--- config.mk ---
export PLATFORM = sky130hd
export DESIGN_NAME = program_counter
export DESIGN_NICKNAME = d
export VERILOG_FILES = /design/src/rtl/program_counter_pkg.sv /design/src/rtl/program_counter_return_stack.sv /design/src/rtl/program_counter.sv
export SDC_FILE = /design/constraint.sdc
export NUM_CORES = 1
export LEC_CHECK = 0
export ABC_AREA = 1
export ABC_CLOCK_PERIOD_IN_PS = 10400
export CORE_ASPECT_RATIO = 0.6
export CORE_MARGIN = 1
export CORE_UTILIZATION = 50
export CTS_CLUSTER_DIAMETER = 120
export DETAILED_ROUTE_END_ITERATION = 10
export GPL_TIMING_DRIVEN = 0
export PLACE_DENSITY = 0.74
export SETUP_SLACK_MARGIN = 0.1
export SYNTH_ARGS = -nofsm -noshare
export SYNTH_HDL_FRONTEND = slang
export SYNTH_HIERARCHICAL = 1
export SYNTH_SLANG_ARGS = --single-unit
export TNS_END_PERCENT = 1
--- constraint.sdc ---
create_clock -name clk -period 10.4 [get_ports clk]
set_input_delay 1.04 -clock clk [delete_from_list [all_inputs] [get_ports clk]]
set_output_delay 1.04 -clock clk [all_outputs]
set_load 0.02 [all_outputs]
--- src/rtl/program_counter_pkg.sv ---
// Shared parameters for the program counter: address width, op encodings and FSM states.
package program_counter_pkg;

    localparam int WORD_WIDTH = 16;

    localparam logic [2:0] OP_STEP       = 3'd0;
    localparam logic [2:0] OP_JUMP       = 3'd1;
    localparam logic [2:0] OP_CALL       = 3'd2;
    localparam logic [2:0] OP_RET        = 3'd3;
    localparam logic [2:0] OP_SOFT_RESET = 3'd4;

    typedef enum logic {
        ST_RUN   = 1'b0,
        ST_FAULT = 1'b1
    } pc_state_e;

endpackage

--- src/rtl/program_counter_return_stack.sv ---
// LIFO of return addresses; the write pointer is the occupancy count itself.
module return_stack
    import program_counter_pkg::*;
#(
    parameter int WORD_WIDTH  = program_counter_pkg::WORD_WIDTH,
    parameter int STACK_DEPTH = 8
) (
    input  logic                           clk,
    input  logic                           reset_n,
    input  logic                           push,
    input  logic                           pop,
    input  logic                           clear,
    input  logic [WORD_WIDTH-1:0]          din,
    output logic [WORD_WIDTH-1:0]          dout,
    output logic [$clog2(STACK_DEPTH):0]   depth,
    output logic                           full,
    output logic                           empty
);

    localparam int PTR_W = $clog2(STACK_DEPTH);
    localparam logic [PTR_W:0] DEPTH_MAX = (PTR_W + 1)'(STACK_DEPTH);
    localparam logic [PTR_W:0] ONE       = (PTR_W + 1)'(1);

    logic [WORD_WIDTH-1:0] entry [STACK_DEPTH];
    logic [PTR_W:0]        depth_q;
    logic [PTR_W:0]        top_idx;

    assign top_idx = depth_q - ONE;
    assign dout    = entry[top_idx[PTR_W-1:0]];
    assign depth   = depth_q;
    assign full    = (depth_q == DEPTH_MAX);
    assign empty   = (depth_q == '0);

    always_ff @(posedge clk or negedge reset_n) begin
        if (!reset_n) begin
            depth_q <= '0;
        end else if (clear) begin
            depth_q <= '0;
        end else if (push && !full) begin
            depth_q <= depth_q + ONE;
        end else if (pop && !empty) begin
            depth_q <= depth_q - ONE;
        end
    end

    // Entries are never cleared; only the pointer decides what is valid.
    always_ff @(posedge clk) begin
        if (!clear && push && !full) begin
            entry[depth_q[PTR_W-1:0]] <= din;
        end
    end

endmodule

--- src/rtl/program_counter.sv ---
// Fetch-address register with relative step, jump, call/return stack and sticky misuse fault.
module program_counter
    import program_counter_pkg::*;
#(
    parameter int                           WORD_WIDTH   = program_counter_pkg::WORD_WIDTH,
    parameter int                           STACK_DEPTH  = 8,
    parameter logic [WORD_WIDTH-1:0]        RESET_VECTOR = '0
) (
    input  logic                            clk,
    input  logic                            reset_n,
    input  logic                            enable,
    input  logic [2:0]                      op,
    input  logic [WORD_WIDTH-1:0]           adj,
    input  logic [WORD_WIDTH-1:0]           target,
    output logic [WORD_WIDTH-1:0]           pc,
    output logic [$clog2(STACK_DEPTH):0]    depth,
    output logic                            overflow,
    output logic                            underflow,
    output logic                            fault
);

    localparam logic [WORD_WIDTH-1:0] PC_ONE = WORD_WIDTH'(1);

    pc_state_e             state_q, state_d;
    logic [WORD_WIDTH-1:0] pc_q, pc_d;
    logic                  overflow_q, overflow_d;
    logic                  underflow_q, underflow_d;
    logic                  push, pop, clear;
    logic [WORD_WIDTH-1:0] stack_dout;
    logic                  stack_full, stack_empty;

    return_stack #(
        .WORD_WIDTH (WORD_WIDTH),
        .STACK_DEPTH(STACK_DEPTH)
    ) u_return_stack (
        .clk    (clk),
        .reset_n(reset_n),
        .push   (push),
        .pop    (pop),
        .clear  (clear),
        .din    (pc_q + PC_ONE),
        .dout   (stack_dout),
        .depth  (depth),
        .full   (stack_full),
        .empty  (stack_empty)
    );

    always_ff @(posedge clk or negedge reset_n) begin
        if (!reset_n) begin
            state_q     <= ST_RUN;
            pc_q        <= RESET_VECTOR;
            overflow_q  <= 1'b0;
            underflow_q <= 1'b0;
        end else begin
            state_q     <= state_d;
            pc_q        <= pc_d;
            overflow_q  <= overflow_d;
            underflow_q <= underflow_d;
        end
    end

    // SOFT_RESET is honoured in either state; everything else only in RUN.
    always_comb begin
        state_d     = state_q;
        pc_d        = pc_q;
        overflow_d  = overflow_q;
        underflow_d = underflow_q;
        push        = 1'b0;
        pop         = 1'b0;
        clear       = 1'b0;
        if (enable) begin
            if (op == OP_SOFT_RESET) begin
                state_d     = ST_RUN;
                pc_d        = RESET_VECTOR;
                overflow_d  = 1'b0;
                underflow_d = 1'b0;
                clear       = 1'b1;
            end else if (state_q == ST_RUN) begin
                case (op)
                    OP_STEP: pc_d = pc_q + adj;
                    OP_JUMP: pc_d = target;
                    OP_CALL: begin
                        if (stack_full) begin
                            overflow_d = 1'b1;
                            state_d    = ST_FAULT;
                        end else begin
                            push = 1'b1;
                            pc_d = target;
                        end
                    end
                    OP_RET: begin
                        if (stack_empty) begin
                            underflow_d = 1'b1;
                            state_d     = ST_FAULT;
                        end else begin
                            pop  = 1'b1;
                            pc_d = stack_dout;
                        end
                    end
                    default: ;
                endcase
            end
        end
    end

    assign pc        = pc_q;
    assign overflow  = overflow_q;
    assign underflow = underflow_q;
    assign fault     = overflow_q | underflow_q;

endmodule

======== Word level (Yosys, flattened, before mapping) ========
Memory sizes are Yosys's and may differ from the RTL's.
Cells that the tools add are included.
operators by class
  add/sub/neg operators ................... 4
  equal/unequal tests ..................... 8
  multiplexer cells ....................... 35
  bitwise operators ....................... 1
  reduce and logical (&&, ||, !) cells .... 18
operators by type and width
  cell                     number
  $mux W16                 4
  $pmux W16 S4             1
  $mux W1                  26
  $add A16 B1 Y16 const B  1
  $add A16 B16 Y16         1
  $mux W4                  3
  $reduce_and A4 Y1        2
  $reduce_bool A2 Y1       4
  $eq A3 B2 Y1 const B     2
  $ne A3 B3 Y1 const B     2
  $reduce_and A5 Y1        1
  $reduce_bool A5 Y1       1
  $add A4 B1 Y4 const B    1
  $eq A4 B4 Y1 const B     1
  $logic_and A1 B1 Y1      4
  $logic_not A4 Y1         1
  $sub A4 B1 Y4 const B    1
  $eq A3 B1 Y1 const B     1
  $eq A3 B3 Y1 const B     1
  $logic_not A1 Y1         3
  $logic_not A3 Y1         1
  $reduce_bool A3 Y1       1
  $ne A2 B1 Y1 const B     1
  $pmux W1 S2              1
  $or A1 B1 Y1             1
storage, ports and cells
  register bits after elaboration ......... 23
  RAM bits ................................ 128
  input bits .............................. 38
  logic and storage cells ................. 72
  memories kept ........................... 1
memories
  name                  words  width  rd ports  clocked after Yosys merged registers in  wr ports  line                                text
  u_return_stack.entry  8      16     1         0                                        1         program_counter_return_stack.sv:24  logic [WORD_WIDTH-1:0] entry [STACK_DEPTH];

======== Depth between registers and ports, before layout ========
Gate-level depths: netlist (run 1).
  depth in word-level cells ............... 10
  depth in mapped cells ................... 16

======== Hierarchy ========
Netlist (run 1), hierarchy kept.
by module, submodules not included
  module           instances  cells each  area each (um^2)
  return_stack     1          438         5476.5
  program_counter  1          406         2389.8

======== Worst setup path after synthesis (run 1) ========
Ideal clock, no wire load.
  path kind ............................... input to register
  start point ............................. in enable
  end point ............................... mem u_return_stack.entry[4][0] (enable)
  setup time .............................. 409 ps
  arrival time ............................ 3061 ps
  required time ........................... 9991 ps
  setup slack ............................. 6930 ps
  stages on the path ...................... 8
  buffers on the path ..................... 0
  path through ............................ inv_1 -> nor2_1 -> inv_1 -> nor3_1 -> nand2_4 -> inv_2 -> nand2_4 -> nor3_1
RTL lines
  element                            line                                text
  start: declaration                 program_counter.sv:11               input logic enable,
  $mux W1                            program_counter.sv:71               if (enable) begin
  net push                           program_counter.sv:28               logic push, pop, clear;
  $logic_and A1 B1 Y1 (2 in series)  program_counter_return_stack.sv:48  if (!clear && push && !full) begin
  $mux W1                            program_counter_return_stack.sv:48
  $mux W1 (not written as such)      program_counter_return_stack.sv:49  entry[depth_q[PTR_W-1:0]] <= din;
  end: declaration                   program_counter_return_stack.sv:24
The timed path passes the listed nets, and every way through them passes these cells.

======== Final worst setup path (run 1) ========
  start point ............................. in op[2]
  end point ............................... mem u_return_stack.entry[4][5] (enable)
on the way
  word-level cells in the longest chain between the ends .. 9
RTL lines
  element                                line                                text
  start: declaration                     program_counter.sv:12               input logic [2:0] op,
  $eq A3 B2 Y1                           program_counter.sv:79               case (op)
  $mux W1                                program_counter.sv:79
  $mux W1                                program_counter.sv:78               end else if (state_q == ST_RUN) begin
  $mux W1 (*)                            program_counter.sv:72               if (op == OP_SOFT_RESET) begin
  $mux W1 (*)                            program_counter.sv:71
  net push                               program_counter.sv:28
  $logic_and A1 B1 Y1 (*) (2 in series)  program_counter_return_stack.sv:48
  $mux W1 (*)                            program_counter_return_stack.sv:48
  $mux W1 (not written as such) (*)      program_counter_return_stack.sv:49
Mark *: on every way through the listed nets, which the timed path passes. The rest lies on a longest branch.

==> key figures, run 1 <==
Finish
  – Net count, final: 988
  – Filler cell count: 1,256
  – Most frequent cells in the layout: nand2_1 (183), edfxtp_1 (128), nor2_1 (105), o21ai_0 (88), inv_1 (86)
  – Most common cell after layout, fill and taps aside: nand2_1
  – Antenna Cells: 0
  – Area occupied by multi-input gates: 0.00294 mm²
  – Layout Area Growth over Synthesis: 20.2%
  – Fraction of layout cells with a size suffix above 1: 11.9%
  – Area occupied by registers: 0.00442 mm²

Timing
  – Min Clock Period, post-route: 3.47 ns
  – RSZ-0062 raised after global routing: no
  – Final cycle utilization of the critical path: 33.4%
  – Final-report setup violation count: 0
  – Relative slew slack: 23.2%
  – Fmax: 0.288 GHz
  – Final Max Tran Viols: 0
  – Hold_ws: 0.502 ns
  – Pin slew with the least headroom to its limit: 1.15 ns
  – Fin. Hold Viols: 0
  – Layout Skew: 0.00875 ns
  – Setup TNS Final: 0 ns

Placed design
  – Port bufs: 60
  – Placer's final routability congestion estimate: 0.890
  – Hpwl dp: 16.0 mm

GRT
  – Largest net degree at the start of global routing: 24
  – Antenna violations before repair: 0
  – Number of global-route vias before repair: 5,932
  – Gr ovfl total: 0
  – Overall Global Routing Usage: 28.1%
  – First-pass GRT wire length: 33.4 mm

Synth
  – Net Count, Synth: 901
  – Cells after Synth: 844
  – Cell Area, Synth: 0.00787 mm²
  – XOR/XNOR share of the synthesized area: 2.24%
  – Mapped Avg Cell Area: 9.32 µm²
  – Warnings, synthesis: 6
  – Netlist cell types: 38
  – Synth Area in Compound Gates: 10.3%
  – Sequential fraction of the synthesis area: 56.2%
  – Simple-Gate Fraction of Synth Area: 21.1%
  – #FFs+latches synth: 151
  – Mux share of post-synthesis cell area: 0%
  – Post-Synth Adder-Cell Area: 3.12%
  – Largest family of logic cells by synthesized area: simple AND/OR/NAND/NOR gates

Critical path
  – CP endpoint kind: flop
  – Max FO, Critical Path: 10
  – Crit path from: op[2]
  – Arrival time of the worst setup path: 3.60 ns
  – R2R Path Start: u_return_stack/depth[0]$_DFFE_PN0P_
  – WS Path Type: input pin to flop
  – CP Launch Type: input pin
  – Required @ worst endpoint: 10.52 ns
  – Reg2reg setup slack: 7.03 ns

Floorplan
  – Die width: 164 µm
  – Core region area: 0.0154 mm²
  – Die area: 0.0163 mm²
  – DIE HEIGHT: 99.2 µm
  – Row Count: 35
  – Starting density of the core: 51.2%
  – I/O pin total: 61

Detailed routing
  – # DRC: 0
  – DR vias: 6,475
  – Drt total wl: 21.7 mm
  – Router iterations before antenna repair: 5
  – WL/cell: 18.9 µm
  – Final ANT Viol Nets: 0
  – DRT iter0 DRCs: 734
  – DR vias/cell: 5.65

Job
  – Max Cap Viol: 0

Clocking
  – Clk sinks: 151
  – Clk Latency, worst-skew pair: 0.42 ns
  – Post_cts resized: 0
  – Hold Buf Count CTS: 0
  – TritonCTS Buffers: 17
  – Clock Tree Buf Depth: 2
  – Root buf cell: clkbuf_16
  – Setup Fix Bufs, Post-CTS: 0
  – Clk slew on worst S/H paths: 0.06 ns
  – H-tree depth: 4
  – CTS tree: yes

Hold path
  – Hold Startpoint: state_q$_DFFE_PN0P_
  – Hold Path Class: flop to flop

Power and ir drop
  – VDD IR max: 0.000161 V
  – PwrDens: 308 mW/mm²
  – Leak: 0.00387 µW

Run status
  – Status: complete, no violations
cell usage after synthesis, drive strengths merged:
| cell type | instances | area (µm²) |
|---|---|---|
| xor2 | 15 | 150 |
| edfxtp | 128 | 3840 |
| nor3 | 13 | 65.1 |
| inv | 95 | 364 |
| o22ai | 18 | 113 |
| o21ai | 112 | 587 |
| ha | 18 | 225 |
| buf | 23 | 163 |
| nand3 | 48 | 258 |
| nand4 | 7 | 43.8 |
| dfrtp | 23 | 576 |
| or2 | 2 | 12.5 |
| clkbuf | 6 | 26.3 |
| fa | 1 | 20.0 |
| nor2 | 120 | 507 |
| nor4 | 3 | 31.3 |
| nand2 | 186 | 721 |
| and2 | 2 | 12.5 |
| nand3b | 1 | 11.3 |
| a21oi | 20 | 111 |
| xnor2 | 3 | 26.3 |
report_power, final:
group	switching (µW)	internal, µW	leakage, µW	total, µW
Clock	263	337	0.000272	600
Sequential	77.0	789	0.00145	866
Combinational	968	483	0.00215	1450
state kept, by name, summed over array words and instances (netlist names):
name and count:
u_return_stack/depth 4, state_q 1, overflow 1, underflow 1
pc 16, u_return_stack/entry 128
logic make-up (layout without fill, tap and decap cells):
| family | Yosys count | after routing |
|---|---|---|
| compound gates | 150 | 150 |
| simple gates | 382 | 382 |
| buf+inv | 124 | 224 |
| fa+ha+maj | 19 | 19 |
| xor+xnor | 18 | 18 |
| flops | 151 | 151 |
area by class of cell:
type	instances	area share (%)
plain buffers	29	2.00
multi-input cells	569	31.1
flip-flops and latches	151	46.7
well taps	203	2.69
repair buffers	68	7.64
clock buffers	18	4.54
inverters	95	3.85
clock inverters	14	1.50
worst paths after layout:
kind | end | cells after the start
setup / recovery | u_return_stack/entry[4][5]$_DFFE_PP_ | 9
hold / removal | state_q$_DFFE_PN0P_ | 2
setup reg to reg | u_return_stack/entry[4][5]$_DFFE_PP_ | 12
hold reg to reg | state_q$_DFFE_PN0P_ | 2
max in group asynchronous | pc[6]$_DFFE_PN0P_ | 1
min in group asynchronous | overflow$_DFFE_PN0P_ | 1
metal layers:
metal / wire length (µm) / track usage, %
met1: 10200 / 44.3
met2: 9020 / 39.2
met3: 2400 / 6.38
met4: 120 / 6.20
met5: 0 / 0
per-stage QoR:
step | setup slack [ns] | cell area (µm²) | cells | util (%) | power, µW
2_1_floorplan | 6.93 | 7870 | 844 | - | 1790
3_3_place_gp | 5.40 | 8720 | 1107 | 56.7 | 2240
3_5_place_dp | 6.55 | 8880 | 1115 | 57.8 | 2280
4_1_cts | 6.97 | 9460 | 1147 | 61.5 | 2890
5_1_grt | 6.81 | 9460 | 1147 | 61.5 | 3090
6_report | 6.93 | 9460 | 1147 | 61.5 | 2920
critical path, cell delays in order:
cell and delay (ns):
clkdlybuf4s50_1 0.63, inv_2 0.15, nand3b_2 0.10, nor3_1 0.29, nand2_4 0.13, inv_2 0.11
nand2_4 0.13, nor3_2 0.76, buf_8 0.24
No activity file was read; power rests on OpenSTA's default activity.
==> inputs of run 2 (changes only) <==
Settings changed: ABC_CLOCK_PERIOD_IN_PS 10400 to 3200.
Clock period 10.4 ns to 3.2 ns, I/O delays scaled along.
==> run 2 against run 1 <==
Worst setup slack got worse by 6.7 ns; final area increased by 0.17%; hold slack got worse by 0.0018 ns; critical path type is now flop to flop.
==> key figures, run 2 (same netlist as run 1, synthesis figures left out) <==
Finish
  – Filler cell count: 1,250 (-0.48%)
  – Final core utilization: 61.6% (+0.11 points)
  – Area occupied by registers: 0.00442 mm² (unchanged)
  – Area occupied by multi-input gates: 0.00296 mm² (+0.68%)
  – Most frequent cells in the layout: nand2_1 (183), edfxtp_1 (128), nor2_1 (105), o21ai_0 (88), inv_1 (86)
  – Layout Area Growth over Synthesis: 20.4%
  – Fraction of layout cells with a size suffix above 1: 12.1% (+0.22 points)
  – Largest register FFs: 128 (unchanged)
  – Net count, final: 987 (-0.10%)
  – Antenna Cells: 0 (unchanged)
  – Final Cell Area: 0.00947 mm² (+0.17%)
  – Most common cell after layout, fill and taps aside: nand2_1

Critical path
  – WS Path Type: flop to flop
  – Max FO, Critical Path: 11 (+1)
  – CP endpoint kind: flop
  – Arrival time of the worst setup path: 3.13 ns (-0.47 ns)
  – CP Launch Type: flop
  – Required @ worst endpoint: 3.31 ns (-7.21 ns)

GRT
  – Antenna violations before repair: 0 (unchanged)
  – Number of global-route vias before repair: 5,940 (+0.13%)
  – Overall Global Routing Usage: 28.2% (about the same)
  – Gr ovfl total: 0 (unchanged)
  – First-pass GRT wire length: 33.4 mm (about the same)
  – Largest net degree at the start of global routing: 24 (unchanged)

Timing
  – Fin. Hold Viols: 0 (unchanged)
  – Final-report setup violation count: 0 (unchanged)
  – Final cycle utilization of the critical path: 94.4%
  – Fmax: 0.331 GHz
  – Pin slew with the least headroom to its limit: 1.16 ns (+0.00745 ns)
  – Min Clock Period, post-route: 3.02 ns
  – Setup TNS Final: 0 ns (unchanged)
  – Final Max Tran Viols: 0 (unchanged)
  – RSZ-0062 raised after global routing: yes
  – Relative slew slack: 22.7% (-0.50 points)
  – Layout Skew: 0.0101 ns (+0.00136 ns)

Clocking
  – CTS tree: yes
  – Clk sinks: 151 (unchanged)
  – H-tree depth: 4 (unchanged)
  – Clk slew on worst S/H paths: 0.06 ns (about the same)
  – Setup Fix Bufs, Post-CTS: 0 (unchanged)
  – Clk Latency, worst-skew pair: 0.42 ns (about the same)
  – TritonCTS Buffers: 17 (unchanged)
  – Root buf cell: clkbuf_16
  – Clock Tree Buf Depth: 2 (unchanged)

Job
  – Max Cap Viol: 0 (unchanged)

Detailed routing
  – DR vias: 6,468 (-0.11%)
  – DRT iter0 DRCs: 701 (-4.5%)
  – Drt total wl: 21.6 mm (-0.35%)
  – # DRC: 0 (unchanged)
  – Router iterations before antenna repair: 5 (unchanged)
  – DR vias/cell: 5.64 (about the same)
  – WL/cell: 18.9 µm (-0.26%)
  – Final ANT Viol Nets: 0 (unchanged)

Placed design
  – Port bufs: 60 (unchanged)
  – Hpwl dp: 16.0 mm (unchanged)
  – Placed Area: 0.00888 mm² (unchanged)
  – Placer's final routability congestion estimate: 0.890 (unchanged)

Run status
  – Status: complete, no violations

Power and ir drop
  – Leak: 0.00388 µW (+0.18%)
  – VDD IR max: 0.000528 V (+230%)
  – PwrDens: 1000 mW/mm² (+220%)

Hold path
  – Hold Path Class: flop to flop

Floorplan
  – Row Count: 35 (unchanged)
  – Starting density of the core: 51.2% (unchanged)
  – Die width: 164 µm (unchanged)
  – Die area: 0.0163 mm² (unchanged)
  – DIE HEIGHT: 99.2 µm (unchanged)
  – I/O pin total: 61 (unchanged)
  – Core region area: 0.0154 mm² (unchanged)
==> run 2: changes by cell type in the layout (fill, tap and decap cells not counted), sizes merged <==
cell,before,now
clkbuf,24,23
==> run 2: where the power goes <==
part | internal [µW] | switching, µW
clock network | 1090 | 847
registers | 2560 | 250
logic | 1570 | 3160
==> run 2: routing by layer <==
layer | routed length [µm] | global-route usage [%] | vias to the layer above
met2 | 8930 | 39.3 | 354
met1 | 10000 | 44.3 | 3077
met4 | 149 | 6.20 | 0
li1 | - | - | 3017
met5 | 0 | 0 | -
met3 | 2530 | 6.38 | 20
==> run 2: worst paths after layout <==
kind / end / cells after the start / slack (ns) / start
worst max-delay path: u_return_stack/entry[5][3]$_DFFE_PP_ / 12 / 0.18 / u_return_stack/depth[0]$_DFFE_PN0P_
worst min-delay path: state_q$_DFFE_PN0P_ / 2 / 0.50 / state_q$_DFFE_PN0P_
worst max register to register: u_return_stack/entry[5][3]$_DFFE_PP_ / 12 / 0.18 / u_return_stack/depth[0]$_DFFE_PN0P_
worst min register to register: state_q$_DFFE_PN0P_ / 2 / 0.50 / state_q$_DFFE_PN0P_
max in group asynchronous: pc[9]$_DFFE_PN0P_ / 1 / 1.98 / reset_n
min in group asynchronous: overflow$_DFFE_PN0P_ / 1 / 0.52 / reset_n
==> run 2: critical path, cell delays in order (launching register included) <==
cell,delay (ns)
dfrtp_1,0.37
buf_4,0.20
inv_4,0.08
buf_4,0.20
ha_2,0.25
nand3_2,0.11
inv_1,0.07
nor3_2,0.25
nand2_4,0.11
inv_2,0.11
nand2_4,0.13
nor3_2,0.54
buf_6,0.27
==> run 2: stage by stage <==
stage / power, µW / worst slack (ns) / hold slack [ns] / instances
after floorplan: 5820 / -0.254 / 0.0244 / 844
after global placement: 7270 / -1.21 / 0.480 / 1107
after detailed placement: 7410 / -0.103 / 0.489 / 1115
after CTS: 9400 / 0.0238 / 0.505 / 1147
after global routing: 10100 / 0.0340 / 0.558 / 1146
final: 9480 / 0.179 / 0.500 / 1146
==> run 2: area by class of cell <==
type,instances,area share (%)
Inverter,95,3.84
Buffer,28,1.96
Multi-Input combinational cell,569,31.2
Clock buffer,18,4.53
Clock inverter,14,1.49
Tap cell,203,2.68
Sequential cell,151,46.7
Timing Repair Buffer,68,7.62
==> run 2: repair_timing <==
item	in CTS	in global routing
pin swaps	0	0
gates resized for setup	2	2
hold buffers	0	0
endpoints found under the setup margin	48	93
endpoints found under the hold margin	0	0
==> inputs of run 3 (changes only) <==
Settings changed: ABC_CLOCK_PERIOD_IN_PS 3200 to 2600, PLACE_DENSITY 0.74 to 0.77.
Clock period 3.2 ns to 2.6 ns, I/O delays scaled along.
==> run 3 against run 2 <==
The flow now finishes with violations (negative setup slack); critical path depth is 1 lower; first-iteration DRC count is 19% higher; register-to-register slack worse by 0.38 ns; sequential share of layout area is 0.42 points lower; core utilization is 0.59 points higher; power is 26% higher; cell count is 0.35% lower; combinational power is 28% higher; via count is 1.5% higher; clock skew hardly changed; global-route usage is 0.27 points lower; final area is 0.96% higher; largest power group unchanged; highest routed layer unchanged.
==> key figures, run 3 (same netlist as run 1, synthesis figures left out) <==
Run status
  – Status: finished with violations
  – Failing checks: negative setup slack

Timing
  – Fin. Hold Viols: 0 (unchanged)
  – RSZ-0062 raised after global routing: yes
  – Min Clock Period, post-route: 2.80 ns (-0.224 ns)
  – Layout Skew: 0.0104 ns (+0.000309 ns)
  – Relative slew slack: 24.7% (+2.0 points)
  – Final setup margin: -0.197 ns (-0.376 ns)
  – Pin slew with the least headroom to its limit: 1.13 ns (-0.0275 ns)
  – Fmax: 0.358 GHz (+8.0%)
  – Hold_ws: 0.381 ns (-0.119 ns)
  – Final cycle utilization of the critical path: 108% (+13 points)
  – Final-report setup violation count: 96 (+96)
  – Final Max Tran Viols: 0 (unchanged)

Critical path
  – Reg2reg end: u_return_stack/entry[0][0]$_DFFE_PP_
  – Worst path buffer plus inverter count: 5 (-1)
  – CP endpoint kind: flop
  – Highest-delay cell along the critical path: nor2_2
  – FF-to-FF path depth: 11 (-1)
  – CP Launch Type: flop
  – Max FO, Critical Path: 16 (+5)
  – WS Path Type: flop to flop
  – Crit path cell chain: buf_8 > inv_8 > buf_12 > ha_4 > nand3_4 > inv_4 > nor3_4 > nand2_4 > inv_6 > nand2_8 > nor2_2
  – CP max stage delay: 0.87 ns (+0.33 ns)
  – Reg2reg setup slack: -0.20 ns (-0.38 ns)
  – R2R Path Start: u_return_stack/depth[0]$_DFFE_PN0P_
  – Arrival time of the worst setup path: 2.83 ns (-0.30 ns)
  – Crit path from: u_return_stack/depth[0]$_DFFE_PN0P_
  – Critical Path Sink: u_return_stack/entry[0][0]$_DFFE_PP_
  – Cell family with most CP delay: simple AND/OR/NAND/NOR gates
  – Worst path depth: 11 (-1)
  – Required @ worst endpoint: 2.63 ns (-0.68 ns)

Placed design
  – Port bufs: 60 (unchanged)
  – Hpwl dp: 15.5 mm (-2.9%)
  – Placer's final routability congestion estimate: 0.879 (-1.3%)

Power and ir drop
  – Internal: 6600 µW (+26%)
  – Total power: 12,000 µW (+26%)
  – PwrDens: 1250 mW/mm² (+25%)
  – Seq pwr share: 29.3% (-0.4 points)
  – Net Sw Frac: 44.8% (-0.096 points)
  – Clock share of power: 20.0% (-0.5 points)
  – VDD IR max: 0.000852 V (+61%)
  – Switching power: 5360 µW (+26%)
  – Leak: 0.00388 µW (about the same)
  – Comb power frac: 50.8% (+0.9 points)

Finish
  – Area occupied by multi-input gates: 0.00306 mm² (+3.6%)
  – Most common cell after layout, fill and taps aside: nand2_1
  – Layout Area Growth over Synthesis: 21.6%
  – Fraction of layout cells with a size suffix above 1: 12.8% (+0.69 points)
  – Filler cell count: 1,244 (-0.48%)
  – Largest register FFs: 128 (unchanged)
  – Area occupied by registers: 0.00442 mm² (about the same)
  – Antenna Cells: 0 (unchanged)
  – Most frequent cells in the layout: nand2_1 (183), edfxtp_1 (128), nor2_1 (105), o21ai_0 (88), inv_1 (85)
  – Net count, final: 983 (-0.41%)

Detailed routing
  – DR vias/cell: 5.75 (+1.9%)
  – Router iterations before antenna repair: 6 (+1)
  – DR vias: 6,568 (+1.5%)
  – # DRC: 0 (unchanged)
  – Drt total wl: 21.9 mm (+1.1%)
  – WL/cell: 19.2 µm (+1.4%)
  – Final ANT Viol Nets: 0 (unchanged)
  – DRT iter0 DRCs: 832 (+19%)

Clocking
  – Clk slew on worst S/H paths: 0.06 ns (about the same)
  – CTS tree: yes
  – TritonCTS Buffers: 17 (unchanged)
  – Root buf cell: clkbuf_16
  – Clk sinks: 151 (unchanged)
  – Clock Tree Buf Depth: 2 (unchanged)
  – H-tree depth: 4 (unchanged)
  – Clk Latency, worst-skew pair: 0.42 ns (about the same)

Hold path
  – Hold Path Class: input pin to asynchronous set/reset pin

GRT
  – First-pass GRT wire length: 33.1 mm (-1.0%)
  – Antenna violations before repair: 0 (unchanged)
  – Overall Global Routing Usage: 27.9% (-0.27 points)
  – Gr ovfl total: 0 (unchanged)
  – Number of global-route vias before repair: 5,906 (-0.57%)
  – Largest net degree at the start of global routing: 24 (unchanged)

Floorplan
  – Die width: 164 µm (unchanged)
  – Starting density of the core: 51.2% (unchanged)
  – DIE HEIGHT: 99.2 µm (unchanged)
  – Row Count: 35 (unchanged)
  – I/O pin total: 61 (unchanged)
  – Core region area: 0.0154 mm² (unchanged)
  – Die area: 0.0163 mm² (unchanged)

Job
  – Max Cap Viol: 0 (unchanged)
-- run 3: cell count changes in the layout (fill, tap and decap cells not counted), sizes merged --
| cell | change |
|---|---|
| dlygate4sd3 | +1 |
| clkdlybuf4s50 | -1 |
| clkinvlp | -1 |
| clkinv | -1 |
| clkbuf | +3 |
| inv | +1 |
| buf | -6 |
-- run 3: timing repair --
item / CTS / global route
pin swaps: 1 / 3
hold endpoints to repair: 0 / 23
endpoints found under the setup margin: 161 / 160
gates resized for setup: 6 / 19
hold buffers: 0 / 1
setup buffers: 1 / 1
-- run 3: final cells by class --
type                       count  area share (%)
timing repair buffer          63            6.75
inverter                      95            3.94
buffer                        29            2.46
multi-input combinational    569            32.0
clock inverter                13            1.39
sequential                   151            46.2
tap                          203            2.66
clock buffer                  19            4.53
-- run 3: worst min path at each step --
| stage | end | slack (ns) | cells past startpoint |
|---|---|---|---|
| floorplan | overflow$_DFFE_PN0P_ | -0.04 | 0 |
| global placement | state_q$_DFFE_PN0P_ | 0.48 | 2 |
| detailed placement | state_q$_DFFE_PN0P_ | 0.52 | 2 |
| CTS | pc[4]$_DFFE_PN0P_ | 0.53 | 1 |
| global route | u_return_stack/depth[2]$_DFFE_PN0P_ | 0.46 | 2 |
| finish | u_return_stack/depth[2]$_DFFE_PN0P_ | 0.38 | 2 |
-- run 3: per-layer routing --
metal / track usage (%) / vias to the layer above / part of all wire (%)
li1: - / 3004 / -
met1: 44.4 / 3098 / 44
met2: 37.3 / 437 / 41
met3: 6.96 / 29 / 14
met4: 7.55 / 0 / 1.2
met5: 0 / - / 0
-- run 3: power groups by stage --
| stage | registers (µW) | clock network, µW | logic (µW) |
|---|---|---|---|
| after floorplan | 3610 | 0 | 3690 |
| after global placement | 3500 | 0 | 5580 |
| after detailed placement | 3510 | 0 | 5720 |
| after CTS | 3470 | 2400 | 5820 |
| after global routing | 3530 | 2490 | 6590 |
| final | 3500 | 2390 | 6070 |
-- run 3: per-stage QoR --
| step | cell area [µm²] | setup TNS, ns | utilization, % | instances | setup slack [ns] |
|---|---|---|---|---|---|
| after global routing | 9560 | -22.64 | 62.2 | 1142 | -0.296 |
| final | 9560 | -11.85 | 62.2 | 1142 | -0.197 |
| after detailed placement | 8850 | -47.70 | 57.6 | 1107 | -0.619 |
| after CTS | 9460 | -17.76 | 61.6 | 1140 | -0.324 |
| after global placement | 8850 | -40.53 | 57.6 | 1107 | -0.538 |
| after floorplan | 7990 | 0 | - | 844 | 0.0163 |
